==> config.mk <==
export PLATFORM = sky130hd
export DESIGN_NAME = npu_mem_arbiter
export DESIGN_NICKNAME = d
export VERILOG_FILES = /design/src/rtl/npu_mem_arbiter.sv
export SDC_FILE = /design/constraint.sdc
export NUM_CORES = 1
export LEC_CHECK = 0
export CAP_MARGIN = 15
export CELL_PAD_IN_SITES_DETAIL_PLACEMENT = 0
export CELL_PAD_IN_SITES_GLOBAL_PLACEMENT = 1
export CORE_AREA = 5 5 164 166
export DETAILED_ROUTE_END_ITERATION = 16
export DIE_AREA = 0 0 169 171
export GPL_TIMING_DRIVEN = 0
export MAX_ROUTING_LAYER = met4
export PLACE_DENSITY = 0.86
export SYNTH_ARGS = -nofsm -noshare
export SYNTH_HDL_FRONTEND = slang
export SYNTH_SLANG_ARGS = --single-unit
==> constraint.sdc <==
create_clock -name clk -period 3.1 [get_ports clk]
set_input_delay 0.93 -clock clk [delete_from_list [all_inputs] [get_ports clk]]
set_output_delay 0.93 -clock clk [all_outputs]
set_load 0.005 [all_outputs]
==> src/rtl/npu_mem_arbiter.sv <==
// Shares one external memory port between NUM_REQ NPU masters: round-robin single-beat
// grants, optional per-requester lock between accesses, and a per-access timeout.
module npu_mem_arbiter #(
    parameter int DATA_WIDTH = 32,
    parameter int ADDR_WIDTH = 32,
    parameter int NUM_REQ    = 4,
    parameter int TIMEOUT    = 255,
    parameter int ID_W       = 2
) (
    input  logic                          clk,
    input  logic                          rst,
    input  logic [NUM_REQ-1:0]            req,
    input  logic [NUM_REQ-1:0]            lock,
    input  logic [NUM_REQ-1:0]            we,
    input  logic [NUM_REQ*ADDR_WIDTH-1:0] addr,
    input  logic [NUM_REQ*DATA_WIDTH-1:0] wdata,
    output logic [NUM_REQ-1:0]            ack,
    output logic                          resp_err,
    output logic [DATA_WIDTH-1:0]         rdata,
    output logic [ADDR_WIDTH-1:0]         mem_addr,
    output logic [DATA_WIDTH-1:0]         mem_data_out,
    output logic                          mem_we,
    output logic                          mem_re,
    input  logic [DATA_WIDTH-1:0]         mem_data_in,
    input  logic                          mem_mem_ready,
    output logic                          busy,
    output logic [ID_W-1:0]               owner_id
);

    localparam logic [1:0] S_IDLE   = 2'd0;
    localparam logic [1:0] S_ACCESS = 2'd1;
    localparam logic [1:0] S_LOCKED = 2'd2;

    // The counter only needs to reach TIMEOUT-1: the TIMEOUT-th idle cycle aborts directly.
    localparam int CNT_W = (TIMEOUT < 2) ? 1 : $clog2(TIMEOUT);
    localparam logic [CNT_W-1:0] CNT_LAST = CNT_W'(TIMEOUT - 1);

    logic [1:0]            state_q, state_d;
    logic [ID_W-1:0]       ptr_q, ptr_d;
    logic [ID_W-1:0]       owner_q, owner_d;
    logic [CNT_W-1:0]      cnt_q, cnt_d;
    logic [NUM_REQ-1:0]    ack_q, ack_d;
    logic                  err_q, err_d;
    logic [DATA_WIDTH-1:0] rdata_q, rdata_d;
    logic [ADDR_WIDTH-1:0] maddr_q, maddr_d;
    logic [DATA_WIDTH-1:0] mdata_q, mdata_d;
    logic                  mwe_q, mwe_d;
    logic                  mre_q, mre_d;
    logic                  busy_q, busy_d;

    logic                  any_req;
    logic [ID_W-1:0]       rr_pick;
    logic [ID_W-1:0]       scan;
    logic                  own_req;
    logic                  own_lock;
    logic [NUM_REQ-1:0]    own_onehot;
    logic                  issue;
    logic [ID_W-1:0]       issue_sel;
    logic [ADDR_WIDTH-1:0] sel_addr;
    logic [DATA_WIDTH-1:0] sel_wdata;
    logic                  sel_we;

    function automatic logic [ID_W-1:0] wrap_inc(input logic [ID_W-1:0] i);
        if (i == ID_W'(NUM_REQ - 1)) begin
            return '0;
        end
        return i + ID_W'(1);
    endfunction

    // First asserted request at or after the rr pointer, wrapping modulo NUM_REQ.
    always_comb begin
        any_req = 1'b0;
        rr_pick = '0;
        scan    = ptr_q;
        for (int k = 0; k < NUM_REQ; k++) begin
            if (!any_req && req[scan]) begin
                any_req = 1'b1;
                rr_pick = scan;
            end
            scan = wrap_inc(scan);
        end
    end

    always_comb begin
        own_req    = 1'b0;
        own_lock   = 1'b0;
        own_onehot = '0;
        for (int i = 0; i < NUM_REQ; i++) begin
            if (owner_q == ID_W'(i)) begin
                own_req       = req[i];
                own_lock      = lock[i];
                own_onehot[i] = 1'b1;
            end
        end
    end

    always_comb begin
        state_d   = state_q;
        ptr_d     = ptr_q;
        owner_d   = owner_q;
        cnt_d     = cnt_q;
        ack_d     = '0;
        err_d     = 1'b0;
        rdata_d   = rdata_q;
        maddr_d   = maddr_q;
        mdata_d   = mdata_q;
        mwe_d     = mwe_q;
        mre_d     = mre_q;
        issue     = 1'b0;
        issue_sel = owner_q;
        sel_addr  = '0;
        sel_wdata = '0;
        sel_we    = 1'b0;

        case (state_q)
            S_IDLE: begin
                if (any_req) begin
                    issue     = 1'b1;
                    issue_sel = rr_pick;
                end
            end
            S_ACCESS: begin
                // A ready arriving on the timeout cycle still counts as success.
                if (mem_mem_ready || (cnt_q == CNT_LAST)) begin
                    ack_d = own_onehot;
                    mwe_d = 1'b0;
                    mre_d = 1'b0;
                    cnt_d = '0;
                    if (mem_mem_ready) begin
                        if (mre_q) begin
                            rdata_d = mem_data_in;
                        end
                        if (own_lock) begin
                            state_d = S_LOCKED;
                        end else begin
                            state_d = S_IDLE;
                            ptr_d   = wrap_inc(owner_q);
                        end
                    end else begin
                        err_d   = 1'b1;
                        rdata_d = '0;
                        state_d = S_IDLE;
                        ptr_d   = wrap_inc(owner_q);
                    end
                end else begin
                    cnt_d = cnt_q + CNT_W'(1);
                end
            end
            S_LOCKED: begin
                if (own_req) begin
                    issue     = 1'b1;
                    issue_sel = owner_q;
                end else if (!own_lock) begin
                    state_d = S_IDLE;
                    ptr_d   = wrap_inc(owner_q);
                end
            end
            default: begin
                state_d = S_IDLE;
            end
        endcase

        for (int i = 0; i < NUM_REQ; i++) begin
            if (issue_sel == ID_W'(i)) begin
                sel_addr  = addr[i*ADDR_WIDTH +: ADDR_WIDTH];
                sel_wdata = wdata[i*DATA_WIDTH +: DATA_WIDTH];
                sel_we    = we[i];
            end
        end

        if (issue) begin
            owner_d = issue_sel;
            maddr_d = sel_addr;
            mdata_d = sel_wdata;
            mwe_d   = sel_we;
            mre_d   = !sel_we;
            cnt_d   = '0;
            state_d = S_ACCESS;
        end

        busy_d = (state_d != S_IDLE);
    end

    always_ff @(posedge clk) begin
        if (rst) begin
            state_q <= S_IDLE;
            ptr_q   <= '0;
            owner_q <= '0;
            cnt_q   <= '0;
            ack_q   <= '0;
            err_q   <= 1'b0;
            rdata_q <= '0;
            maddr_q <= '0;
            mdata_q <= '0;
            mwe_q   <= 1'b0;
            mre_q   <= 1'b0;
            busy_q  <= 1'b0;
        end else begin
            state_q <= state_d;
            ptr_q   <= ptr_d;
            owner_q <= owner_d;
            cnt_q   <= cnt_d;
            ack_q   <= ack_d;
            err_q   <= err_d;
            rdata_q <= rdata_d;
            maddr_q <= maddr_d;
            mdata_q <= mdata_d;
            mwe_q   <= mwe_d;
            mre_q   <= mre_d;
            busy_q  <= busy_d;
        end
    end

    assign ack          = ack_q;
    assign resp_err     = err_q;
    assign rdata        = rdata_q;
    assign mem_addr     = maddr_q;
    assign mem_data_out = mdata_q;
    assign mem_we       = mwe_q;
    assign mem_re       = mre_q;
    assign busy         = busy_q;
    assign owner_id     = owner_q;

endmodule

==> flow_summary_export.csv <==
group,metric,value,unit
detailed_routing,drc,0,
setup_path,critPathMaxStageDelay,0.49,ns
detailed_routing,ant_nets,0,
cts,clkTransAtPathRegs,0.06,ns
sta,period_needed,3.04,ns
floorplanning,ios,409,
synthesis,syn_nets,998,
floorplanning,dieArea,0.0289,mm^2
power,power_density,600,mW/mm^2
setup_path,worstPathCellList,"clkdlybuf4s50_1, buf_6, nand3_1, o21a_1, o32ai_2, a32oi_2, nand3_4, buf_12, buf_6, mux2i_2, o221ai_1",
cts,numCtsBuffers,17,
floorplanning,die_w,169,um
sta,hold_viol_final,0,
cts,clk_latency,0.42,ns
cells_and_area,antenna_cells,0,
setup_path,reg2reg_depth,11,
detailed_routing,dr.pass1.iters,4,
power,ir_drop,282,uV
place,routabilityCongestion,0.901,
synthesis,netlist-cell-type-count,50,
power,swShare,31.2,%
synthesis,seq_area_frac_synth,36.5,%
cts,cts.sinks,118,
grt,track_usage,19.8,%
cells_and_area,post-route-util,47.3,%
setup_path,crit_cells,11,
sta,worstMarginPinSlew,0.694,ns
power,seqPwrFrac,26.8,%
detailed_routing,avgRoutedWirePerCell,20.1,um
grt,first_global_vias,7425,
synthesis,yosysWarnings,0,
status,status,"finished clean",
setup_path,crit_path_max_fanout,10,
cts,cts_max_path_buffers,2,
detailed_routing,wirelength,29.5,mm
synthesis,synth_area,0.00648,mm^2
cts,cts.hold.buffers_added,0,
grt,grt_max_degree,17,
setup_path,critical_path_class,"in -> reg",
power,comb_power_share,42.0,%
synthesis,synth_mux_area_share,20.8,%
min_path,hold_depth,2,
floorplanning,core,0.0255,mm^2
sta,drv_slew,0,
sta,slew_headroom,53.7,%
setup_path,crit_required,3.38,ns
synthesis,synth-seq-cells,118,
synthesis,synth_edf_count,0,
synthesis,synth_fa_ha_area_share,1.35,%
setup_path,r2r_setup_slack,0.20,ns
detailed_routing,drt_iter0_markers,360,
cells_and_area,final_common_cell,"clkdlybuf4s50_1",
grt,grt_pass1_wl,43.1,mm
cells_and_area,synthToLayoutAreaGrowth,86.0,%
grt,grt_overflow,0,
flow_run,cap_violations,0,
floorplanning,die_h,171,um
sta,setup_viol,0,
synthesis,synth_compound_area_share,16.5,%
floorplanning,initial_core_util,25.4,%
setup_path,crit_top_cell,"buf_6",
power,p_int,4.97,mW
detailed_routing,vias,7217,
setup_path,cp_num_buf_inv,4,
cts,cts_tree,"built",
synthesis,async_reset_ff_share,0,%
setup_path,end_kind,"flop",
synthesis,synth-simple-area-share,17.6,%
sta,fin_skew,0.0116,ns
setup_path,cp_slowest_cell,"clkdlybuf4s50_1",
power,power,7.23,mW
detailed_routing,routed_via_density,4.92,
min_path,hold_path.class,"reg -> reg",
synthesis,synth.avg_cell_area,9.42,um^2
place,dp_hpwl,23.0,mm
synthesis,synthXorXnorAreaFrac,1.06,%
sta,rsz0062_at_grt,"yes",
synthesis,synth_ff_type,"dfxtp_1",
power,p_switching,2.26,mW
cells_and_area,drive_above_1_share,11.7,%
setup_path,cp.arrival,3.32,ns
setup_path,cp_top_family,"buffers and inverters",
cells_and_area,layout_common_cells,"404 x clkdlybuf4s50_1, 118 x dfxtp_1, 109 x mux2i_1",
cts,root_buffer,"clkbuf_16",
setup_path,crit_path_start_kind,"primary input",
cells_and_area,nets,1429,
synthesis,syn_inst,688,
place,port_buffers,407,
cts,htreeDepth,4,
sta,fmax,329,MHz
sta,finalCritPeriodShare,98.1,%
grt,grt_antenna_before_repair,1,
power,p_leak,4.31,nW
synthesis,synth_top_family_by_area,"multiplexers",
power,power_frac_clock,31.2,%
floorplanning,fp-row-count,59,
-- kinds of logic after synthesis --
family,after synthesis
flip-flops,118
AO/OA/AOI/OAI,146
AND/OR/NAND/NOR,203
buffers and inverters,73
adder cells (fa/ha/maj),7
XOR/XNOR,7
multiplexers,134
-- tightest hold or removal path, stage by stage, from the launching register on --
cell and delay [ns]:
dfxtp_1 0.30, nand2_1 0.05, a21oi_1 0.05
-- worst paths after layout --
kind	start	endpoint
hold / removal	rdata[15]	rdata[15]
hold reg to reg	rdata[15]	rdata[15]
setup / recovery	req[3]	mem_data_out[24]
setup reg to reg	ptr_q[0]	mem_data_out[24]
-- cell type report --
type / count / area (um^2)
multi-input cells: 497 / 3990
plain buffers: 62 / 463
fillers: 2420 / 13400
clock inverters: 11 / 195
inverters: 11 / 41.3
repair buffers: 412 / 4110
well taps: 335 / 419
flip-flops and latches: 118 / 2360
clock buffers: 21 / 470
-- sequential cells by signal (all words and copies together), names as in the netlist --
| signal | cells |
|---|---|
| mem_addr | 32 |
| mem_data_out | 32 |
| rdata | 32 |
| cnt_q | 8 |
| ack | 4 |
| owner_id | 2 |
| ptr_q | 2 |
| state_q | 2 |
| busy | 1 |
| mem_re | 1 |
| mem_we | 1 |
| resp_err | 1 |
-- per-stage QoR --
step / setup TNS [ns] / setup slack [ns] / cell area [um^2] / std cells / hold slack [ns]
2_1_floorplan: 0 / 0.459 / 6480 / 688 / 0.448
3_3_place_gp: -37.98 / -0.631 / 11000 / 1430 / 0.437
3_5_place_dp: -37.66 / -0.654 / 11000 / 1430 / 0.443
4_1_cts: 0 / 0.000215 / 11700 / 1462 / 0.451
5_1_grt: -0.522 / -0.0527 / 12100 / 1467 / 0.470
6_report: 0 / 0.0574 / 12100 / 1467 / 0.449
-- cell usage after synthesis (all sizes together), types with 4 or more instances --
cell      n  area, um^2
a21oi    49         245
and2      5        31.3
buf      28         236
clkbuf   34         128
dfxtp   118        2360
ha        7        87.6
inv      11        41.3
mux2i   131        1310
nand2    41         154
nand2b    4        25.0
nand3    39         200
nand3b   65         488
nor2     24        90.1
nor2b     7        43.8
nor3      8        40.0
o21a      4        30.0
o21ai     8        40.0
o221ai   65         569
or2       4        25.0
xor2      4        42.6
-- routing by layer --
layer | GRT usage, % | share of wire [%] | vias up
met4 | 5.53 | 1.9 | 0
met1 | 23.3 | 41 | 3418
li1 | - | - | 3474
met3 | 6.22 | 8.2 | 40
met2 | 32.6 | 49 | 285
met5 | - | 0 | -
-- power by group through the flow --
stage                     clock (mW)  combinational, mW  sequential (mW)
after floorplan                    0               1.38             1.97
after global placement             0               2.79             1.95
after detailed placement           0               2.80             1.97
after CTS                       2.31               2.86             1.94
after global routing            2.39               3.25             1.97
final                           2.26               3.04             1.94
-- what timing repair did --
action                                 in CTS  in global routing
cloned                                      0                  1
setup endpoints to repair                  62                 65
buffers inserted                            0                  4
endpoints found under the hold margin       0                  0
pin swaps                                   0                  4
gates resized for setup                    23                 87
Power figures use the tool's default switching activity.
